### config.mk
export PLATFORM = sky130hd
export DESIGN_NAME = pipe_stage_skid
export DESIGN_NICKNAME = d
export VERILOG_FILES = /design/src/rtl/pipe_stage_skid.sv
export SDC_FILE = /design/constraint.sdc
export NUM_CORES = 1
export LEC_CHECK = 0
export BUFFER_PORTS_ARGS = -buffer_cell sky130_fd_sc_hd__buf_4
export CAP_MARGIN = 30
export CORE_UTILIZATION = 40
export CTS_CLUSTER_SIZE = 24
export DETAILED_ROUTE_END_ITERATION = 10
export SYNTH_ARGS = -nofsm -noshare
export SYNTH_HDL_FRONTEND = slang
export SYNTH_SLANG_ARGS = --single-unit
export TNS_END_PERCENT = 20
### constraint.sdc
create_clock -name clk -period 2.2 [get_ports clk]
set_clock_uncertainty 0.1 [all_clocks]
set_input_delay 0.33 -clock clk [delete_from_list [all_inputs] [get_ports clk]]
set_output_delay 0.33 -clock clk [all_outputs]
set_load 0.1 [all_outputs]
### src/rtl/pipe_stage_skid.sv
`default_nettype none
// ============================================================================
// Module   : pipe_stage_skid
// Purpose  : Two-entry skid-buffered pipeline stage with a registered in_ready.
//            Define PIPE_STAGE_BUBBLE_CNT_EN to add the bubble_cnt output.
// Revision : 1.0
// ============================================================================
module pipe_stage_skid #(
  parameter int                PC_W     = 32,
  parameter int                DATA_W   = 32,
  parameter logic [DATA_W-1:0] NOP_WORD = '0
) (
  input  logic              clk,
  input  logic              rst,
  input  logic              flush,
  input  logic              in_valid,
  output logic              in_ready,
  input  logic [PC_W-1:0]   pc_in,
  input  logic [DATA_W-1:0] instr_in,
  output logic              out_valid,
  input  logic              out_ready,
  output logic [PC_W-1:0]   pc_out,
  output logic [DATA_W-1:0] instr_out
`ifdef PIPE_STAGE_BUBBLE_CNT_EN
  ,
  output logic [31:0]       bubble_cnt
`endif
);

  logic              main_valid_q, main_valid_d;
  logic [PC_W-1:0]   main_pc_q,    main_pc_d;
  logic [DATA_W-1:0] main_data_q,  main_data_d;
  logic              skid_valid_q, skid_valid_d;
  logic [PC_W-1:0]   skid_pc_q,    skid_pc_d;
  logic [DATA_W-1:0] skid_data_q,  skid_data_d;
  logic              in_xfer;
  logic              out_xfer;

  // in_ready comes straight from a flop, so it never sees out_ready.
  assign in_ready  = ~skid_valid_q;
  assign in_xfer   = in_valid & ~skid_valid_q;
  assign out_xfer  = main_valid_q & out_ready;

  assign out_valid = main_valid_q;
  assign pc_out    = main_pc_q;
  assign instr_out = main_data_q;

  always_comb begin
    main_valid_d = main_valid_q;
    main_pc_d    = main_pc_q;
    main_data_d  = main_data_q;
    skid_valid_d = skid_valid_q;
    skid_pc_d    = skid_pc_q;
    skid_data_d  = skid_data_q;

    if (skid_valid_q) begin
      if (out_xfer) begin
        main_pc_d    = skid_pc_q;
        main_data_d  = skid_data_q;
        skid_valid_d = 1'b0;
      end
    end else if (!main_valid_q || out_xfer) begin
      if (in_xfer) begin
        main_valid_d = 1'b1;
        main_pc_d    = pc_in;
        main_data_d  = instr_in;
      end else if (out_xfer) begin
        // Draining: payload reverts to NOP, PC keeps its last value.
        main_valid_d = 1'b0;
        main_data_d  = NOP_WORD;
      end
    end else if (in_xfer) begin
      skid_valid_d = 1'b1;
      skid_pc_d    = pc_in;
      skid_data_d  = instr_in;
    end

    if (flush) begin
      main_valid_d = 1'b0;
      main_pc_d    = '0;
      main_data_d  = NOP_WORD;
      skid_valid_d = 1'b0;
    end
  end

  always_ff @(posedge clk) begin
    if (rst) begin
      main_valid_q <= 1'b0;
      main_pc_q    <= '0;
      main_data_q  <= NOP_WORD;
      skid_valid_q <= 1'b0;
      skid_pc_q    <= '0;
      skid_data_q  <= '0;
    end else begin
      main_valid_q <= main_valid_d;
      main_pc_q    <= main_pc_d;
      main_data_q  <= main_data_d;
      skid_valid_q <= skid_valid_d;
      skid_pc_q    <= skid_pc_d;
      skid_data_q  <= skid_data_d;
    end
  end

`ifdef PIPE_STAGE_BUBBLE_CNT_EN
  logic [31:0] bubble_cnt_q;
  logic [31:0] bubble_cnt_d;

  // Counts idle output cycles; flush deliberately does not clear it.
  always_comb begin
    bubble_cnt_d = bubble_cnt_q;
    if (!main_valid_q && (bubble_cnt_q != 32'hFFFF_FFFF)) begin
      bubble_cnt_d = bubble_cnt_q + 32'd1;
    end
  end

  always_ff @(posedge clk) begin
    if (rst) begin
      bubble_cnt_q <= '0;
    end else begin
      bubble_cnt_q <= bubble_cnt_d;
    end
  end

  assign bubble_cnt = bubble_cnt_q;
`endif

endmodule
`default_nettype wire

# After elaboration in Yosys (flattened, before gate mapping)
# Cells that the tools add are included.
[totals] reg_bits=130 output_inout_bits=66 wordCells=36
[op_classes] eq_ne=1 muxes=15 bitwise_logic=4 n_reduce_logical=10
[ops] operator="$mux 32" count=9
[ops] operator="$reduce_and 3->1" count=4
[ops] operator="$mux 1" count=6
[ops] operator="$reduce_bool 2->1" count=3
[ops] operator="$and 1x1->1" count=2
[ops] operator="$ne 2x1->1 const B" count=1
[ops] operator="$not 1->1" count=2
[ops] operator="$reduce_or 2->1" count=1
[ops] operator="$logic_not 1->1" count=1
[ops] operator="$logic_or 1x1->1" count=1

# Logic depth before layout (Yosys ltp)
[depth] ltp_word=5 ltp_mapped=6

# Worst setup path after synthesis
# Ideal clock, no wire load.
[synth_path] path_type="register to register" start="register main_valid_q (netlist: out_valid)" end="register main_pc_q[10] (netlist: pc_out[10])" setup_time_ps=138 t_arrival_ps=2043 t_required_ps=1962 path_slack_ps=-80 path_stages_with_launch=6 path_buffers=2 period_less_slack_ps=2280 cell_sequence="dfxtp_1 mux2_2 and2_1 clkbuf_1 clkbuf_1 a211oi_1"
[synth_between] elab_chain_len=4 word_cells_on_any_way=6 cone_classes="eq/ne (1); bitwise (1); reduce/logical (4)"
[synth_rtl] element="from (decl)" line="30" text="logic main_valid_q, main_valid_d;"
[synth_rtl] element="from (signal assigned)" line="95" text="main_valid_q <= main_valid_d;"
[synth_rtl] element="$and 1x1->1 / $logic_not 1->1 (equally long branches)" line="42, 62"
[synth_rtl] element="$logic_or 1x1->1" line="62" text="end else if (!main_valid_q || out_xfer) begin"
[synth_rtl] element="$reduce_bool 2->1 (no source line)"
[synth_rtl] element="$reduce_and 3->1 (no source line) *"
[synth_rtl] element="to (signal assigned)" line="96" text="main_pc_q <= main_pc_d;"
[synth_rtl] element="to (decl)" line="31" text="logic [PC_W-1:0] main_pc_q, main_pc_d;"
# Every way passes the cells marked *; elsewhere a longest branch is shown, timed or not.
# A chain may end at the register's enable or synchronous reset.

# Worst setup path in the final report
[layout_path] start="register skid_valid_q" end="register main_data_q[31] (netlist: instr_out[31])"
[layout_between] elab_chain_len=5 word_cells_on_any_way=9 cone_classes="eq/ne (1); mux (3); bitwise (2); reduce/logical (3)"
[layout_rtl] element="from (decl)" line="33" text="logic skid_valid_q, skid_valid_d;"
[layout_rtl] element="from (signal assigned)" line="98" text="skid_valid_q <= skid_valid_d;"
[layout_rtl] element="$not 1->1 (no source line)"
[layout_rtl] element="$and 1x1->1" line="41" text="assign in_xfer = in_valid & ~skid_valid_q;"
[layout_rtl] element="$mux 32" line="63" text="if (in_xfer) begin"
[layout_rtl] element="$mux 32" line="62"
[layout_rtl] element="$mux 32" line="56" text="if (skid_valid_q) begin"
[layout_rtl] element="to (signal assigned)" line="97" text="main_data_q <= main_data_d;"
[layout_rtl] element="to (decl)" line="32" text="logic [DATA_W-1:0] main_data_q, main_data_d;"
# Parallel ways exist; a longest one is shown, timed or not. The select of a mux whose other input is x is not followed.

==> summary.txt <==
Placement
  • I/O Buffers: roughly 130
  • Post-DP HPWL: slightly above 9000 um
  • RD Place Congestion: about 0.71

Timing
  • Max-slew headroom: 0.3506
  • Final Max Tran Viols: 0
  • Peak Freq: around 500 MHz
  • RSZ-0062 raised after global routing: no
  • Fin crit period: between 2000 and 2500 ps
  • Tcrit/Tclk final: 0.9146
  • Hold Worst Slack: 66.91 ps
  • Slew @ Worst Pin: 974.1 ps
  • # setup viols final: 0
  • Setup TNS: 0 ps
  • Final Hold Viols: 0

Yosys
  • Post-synth EDFFs: 0
  • Sequential share of the synthesized area: 0.4687
  • Cell count after synthesis: ~630
  • Cell taking the most area after synthesis: dfxtp_1
  • Netlist Area Pre-Place: about 5600 um2
  • Main synth FF type: dfxtp_1
  • Mapped Avg Cell Area: roughly 8.9 um2
  • Synthesized flop and latch total: 130
  • Syn nets: 696
  • Synth Warn #: 0
  • Area fraction of the dominant cell type after synthesis: 0.4687
  • Async SR Flop Fraction: 0
  • Yosys cell types: 22
  • Top post-synthesis cells by area: dfxtp_1 (47%), a21oi_1 (8.8%), nand2_1 (8.8%)

GRT
  • Antenna violations before repair: 0
  • Total grt overflow: 0
  • Largest net degree at the start of global routing: 67
  • Vias in the first global route: roughly 4,900
  • First-pass GRT wire length: around 24,000 um
  • Gr usage total: 0.2186

Critical path
  • CP startpoint: skid_valid_q$_SDFF_PP0_
  • Worst path required time: 2360 ps
  • Reg-to-Reg Start: skid_valid_q$_SDFF_PP0_
  • Worst Setup End Kind: flip-flop
  • Arrival time worst endpoint: approximately 2200 ps
  • Critical-path maximum fanout: 36
  • Startpoint Class: flip-flop
  • WS Path Type: reg -> reg

Detailed routing
  • Top sig layer: met4
  • Via count: approximately 4,900
  • Drt first-iter violations: roughly 510
  • Post-route ant nets: 0
  • DRC errors left: 0
  • Avg WL per Cell: ~16 um
  • WL met1: roughly 6300 um
  • Final wirelength: ~15,000 um
  • Vias per inst: roughly 5.4
  • Met3 routed WL: 1064 um
  • TritonRoute pass-1 iters: 6
  • Met2 WL: 7611 um

Final layout
  • Fillcell total: 1,246
  • Antenna diodes: 0
  • Layout cells sized above 1: 0.2890
  • Nets: between 800 and 900
  • Synth-to-layout area growth: 30.31%

Clock network
  • Clock-pin slew on the worst setup and hold paths: ~50 ps
  • Root Driver: clkbuf_16
  • # Post-CTS Setup Buffers: 0
  • PostCTS Resize Cnt: 0
  • Clk sinks: between 100 and 150
  • CTS Hold Bufs: 0
  • Clock Tree Buf Depth: 2
  • CTS tree: built
  • Clock Latency Late Sink: between 400 and 500 ps
  • CTS Buf Count: 17
  • CTS H-tree lvls: 4

Floorplan
  • Core area: between 10,000 and 15,000 um2
  • Initial Util: 0.4144
  • Die height: 119.8 um
  • Die Width: ~120 um
  • Die footprint: between 10,000 and 15,000 um2
  • I/O pins: 135
  • Cell Rows: 42

Min path
  • Hold WC Path Type: in -> reg
  • Hold Startpoint: instr_in[4]

Pwr
  • Int Pwr: around 4300 uW
  • PD cells: roughly 830 nW/um2
  • Gate power share: 0.166
  • Max VDD drop: 0.5463 mV
  • LEAKAGE: between 0.002 and 0.003 uW
  • Reg power frac: 0.414
  • Clock share of power: 0.420
  • Net Sw Power: ~1700 uW
  • Net Sw Frac: 0.2867

Run status
  • Outcome: complete, no violations

Job
  • Max Cap Viol: 0
==> power groups by stage <==
stage | clock [uW] | combinational (uW) | sequential, uW
3_5_place_dp | 0 | 990 | 2520
5_1_grt | 2670 | 1050 | 2480
6_report | 2510 | 994 | 2470
2_1_floorplan | 0 | 330 | 2910
3_3_place_gp | 0 | 979 | 2520
4_1_cts | 2550 | 993 | 2470
==> metrics by stage <==
stage	total power, uW	instances	utilization	instance area, um2	setup slack [ps]
2_1_floorplan	3235	627	-	5554	294.1
3_3_place_gp	3498	888	0.4987	6683	208.7
3_5_place_dp	3511	888	0.4987	6683	187.5
4_1_cts	6015	919	0.5379	7208	174.7
5_1_grt	6194	920	0.5400	7236	106.1
6_report	5972	920	0.5400	7236	188.0
==> cells by family after synthesis <==
| logic type | count (synthesis) | synth area share |
|---|---|---|
| AO/OA/AOI/OAI | 195 | 0.2605 |
| multiplexers | 33 | 0.05971 |
| buffers and inverters | 99 | 0.07593 |
| AND/OR/NAND/NOR | 170 | 0.1352 |
| flip-flops | 130 | 0.4687 |
==> sequential cells by signal, indices dropped and copies added, names as in the netlist <==
signal and cells:
instr_out 32, pc_out 32, skid_data_q 32, skid_pc_q 32, out_valid 1, skid_valid_q 1
==> synth_stat cells (2+ instances only) <==
master and number:
dfxtp_1 130, buf_2 16, a211oi_1 34, and2_1 2, clkbuf_1 44, a21oi_1 98
nand2_1 130, mux2i_1 32, nor2b_1 32, inv_1 34, a211oi_2 30, a222oi_1 32
buf_6 4
==> path summary, 6_finish.rpt <==
kind / end / slack, ps / depth (start not counted)
max: instr_out[31]$_SDFFE_PP0P_ / 190 / 3
min reg2reg: skid_pc_q[6]$_SDFFE_PP0P_ / 350 / 2
min: skid_data_q[4]$_SDFFE_PP0P_ / 70 / 3
max reg2reg: instr_out[31]$_SDFFE_PP0P_ / 190 / 3
==> area by class of cell <==
cell class / count / area (um2) / area share
multi-input combinational: 398 / 2564 / 0.3543
tap: 176 / 220.2 / 0.03043
inverter: 34 / 127.6 / 0.01764
clock buffer: 25 / 495.5 / 0.06848
sequential: 130 / 2608 / 0.3604
timing repair buffer: 151 / 1191 / 0.1646
clock inverter: 6 / 30.03 / 0.004150
==> per-layer routing <==
metal  track usage  up-vias
met4       0.08359        0
met3       0.07605       12
li1              -     2418
met2        0.3692      146
met5             0        -
met1        0.2531     2360
==> critical path: stages (launching register included) <==
cell	delay, ps
dfxtp_4	590
or3b_1	180
and2_2	790
a211oi_1	160
==> placed cells by master (no fill, tap or decap), types with 3 or more instances in the layout <==
cell type  instances
buf_4            147
nand2_1          130
dfxtp_1          128
a21oi_1           98
inv_1             34
a211oi_1          34
mux2i_1           32
nor2b_1           32
a222oi_1          32
a211oi_2          30
clkbuf_16         17
clkinv_2           6
clkbuf_1           4
clkbuf_8           4
buf_12             3
Power figures use the tool's default switching activity.
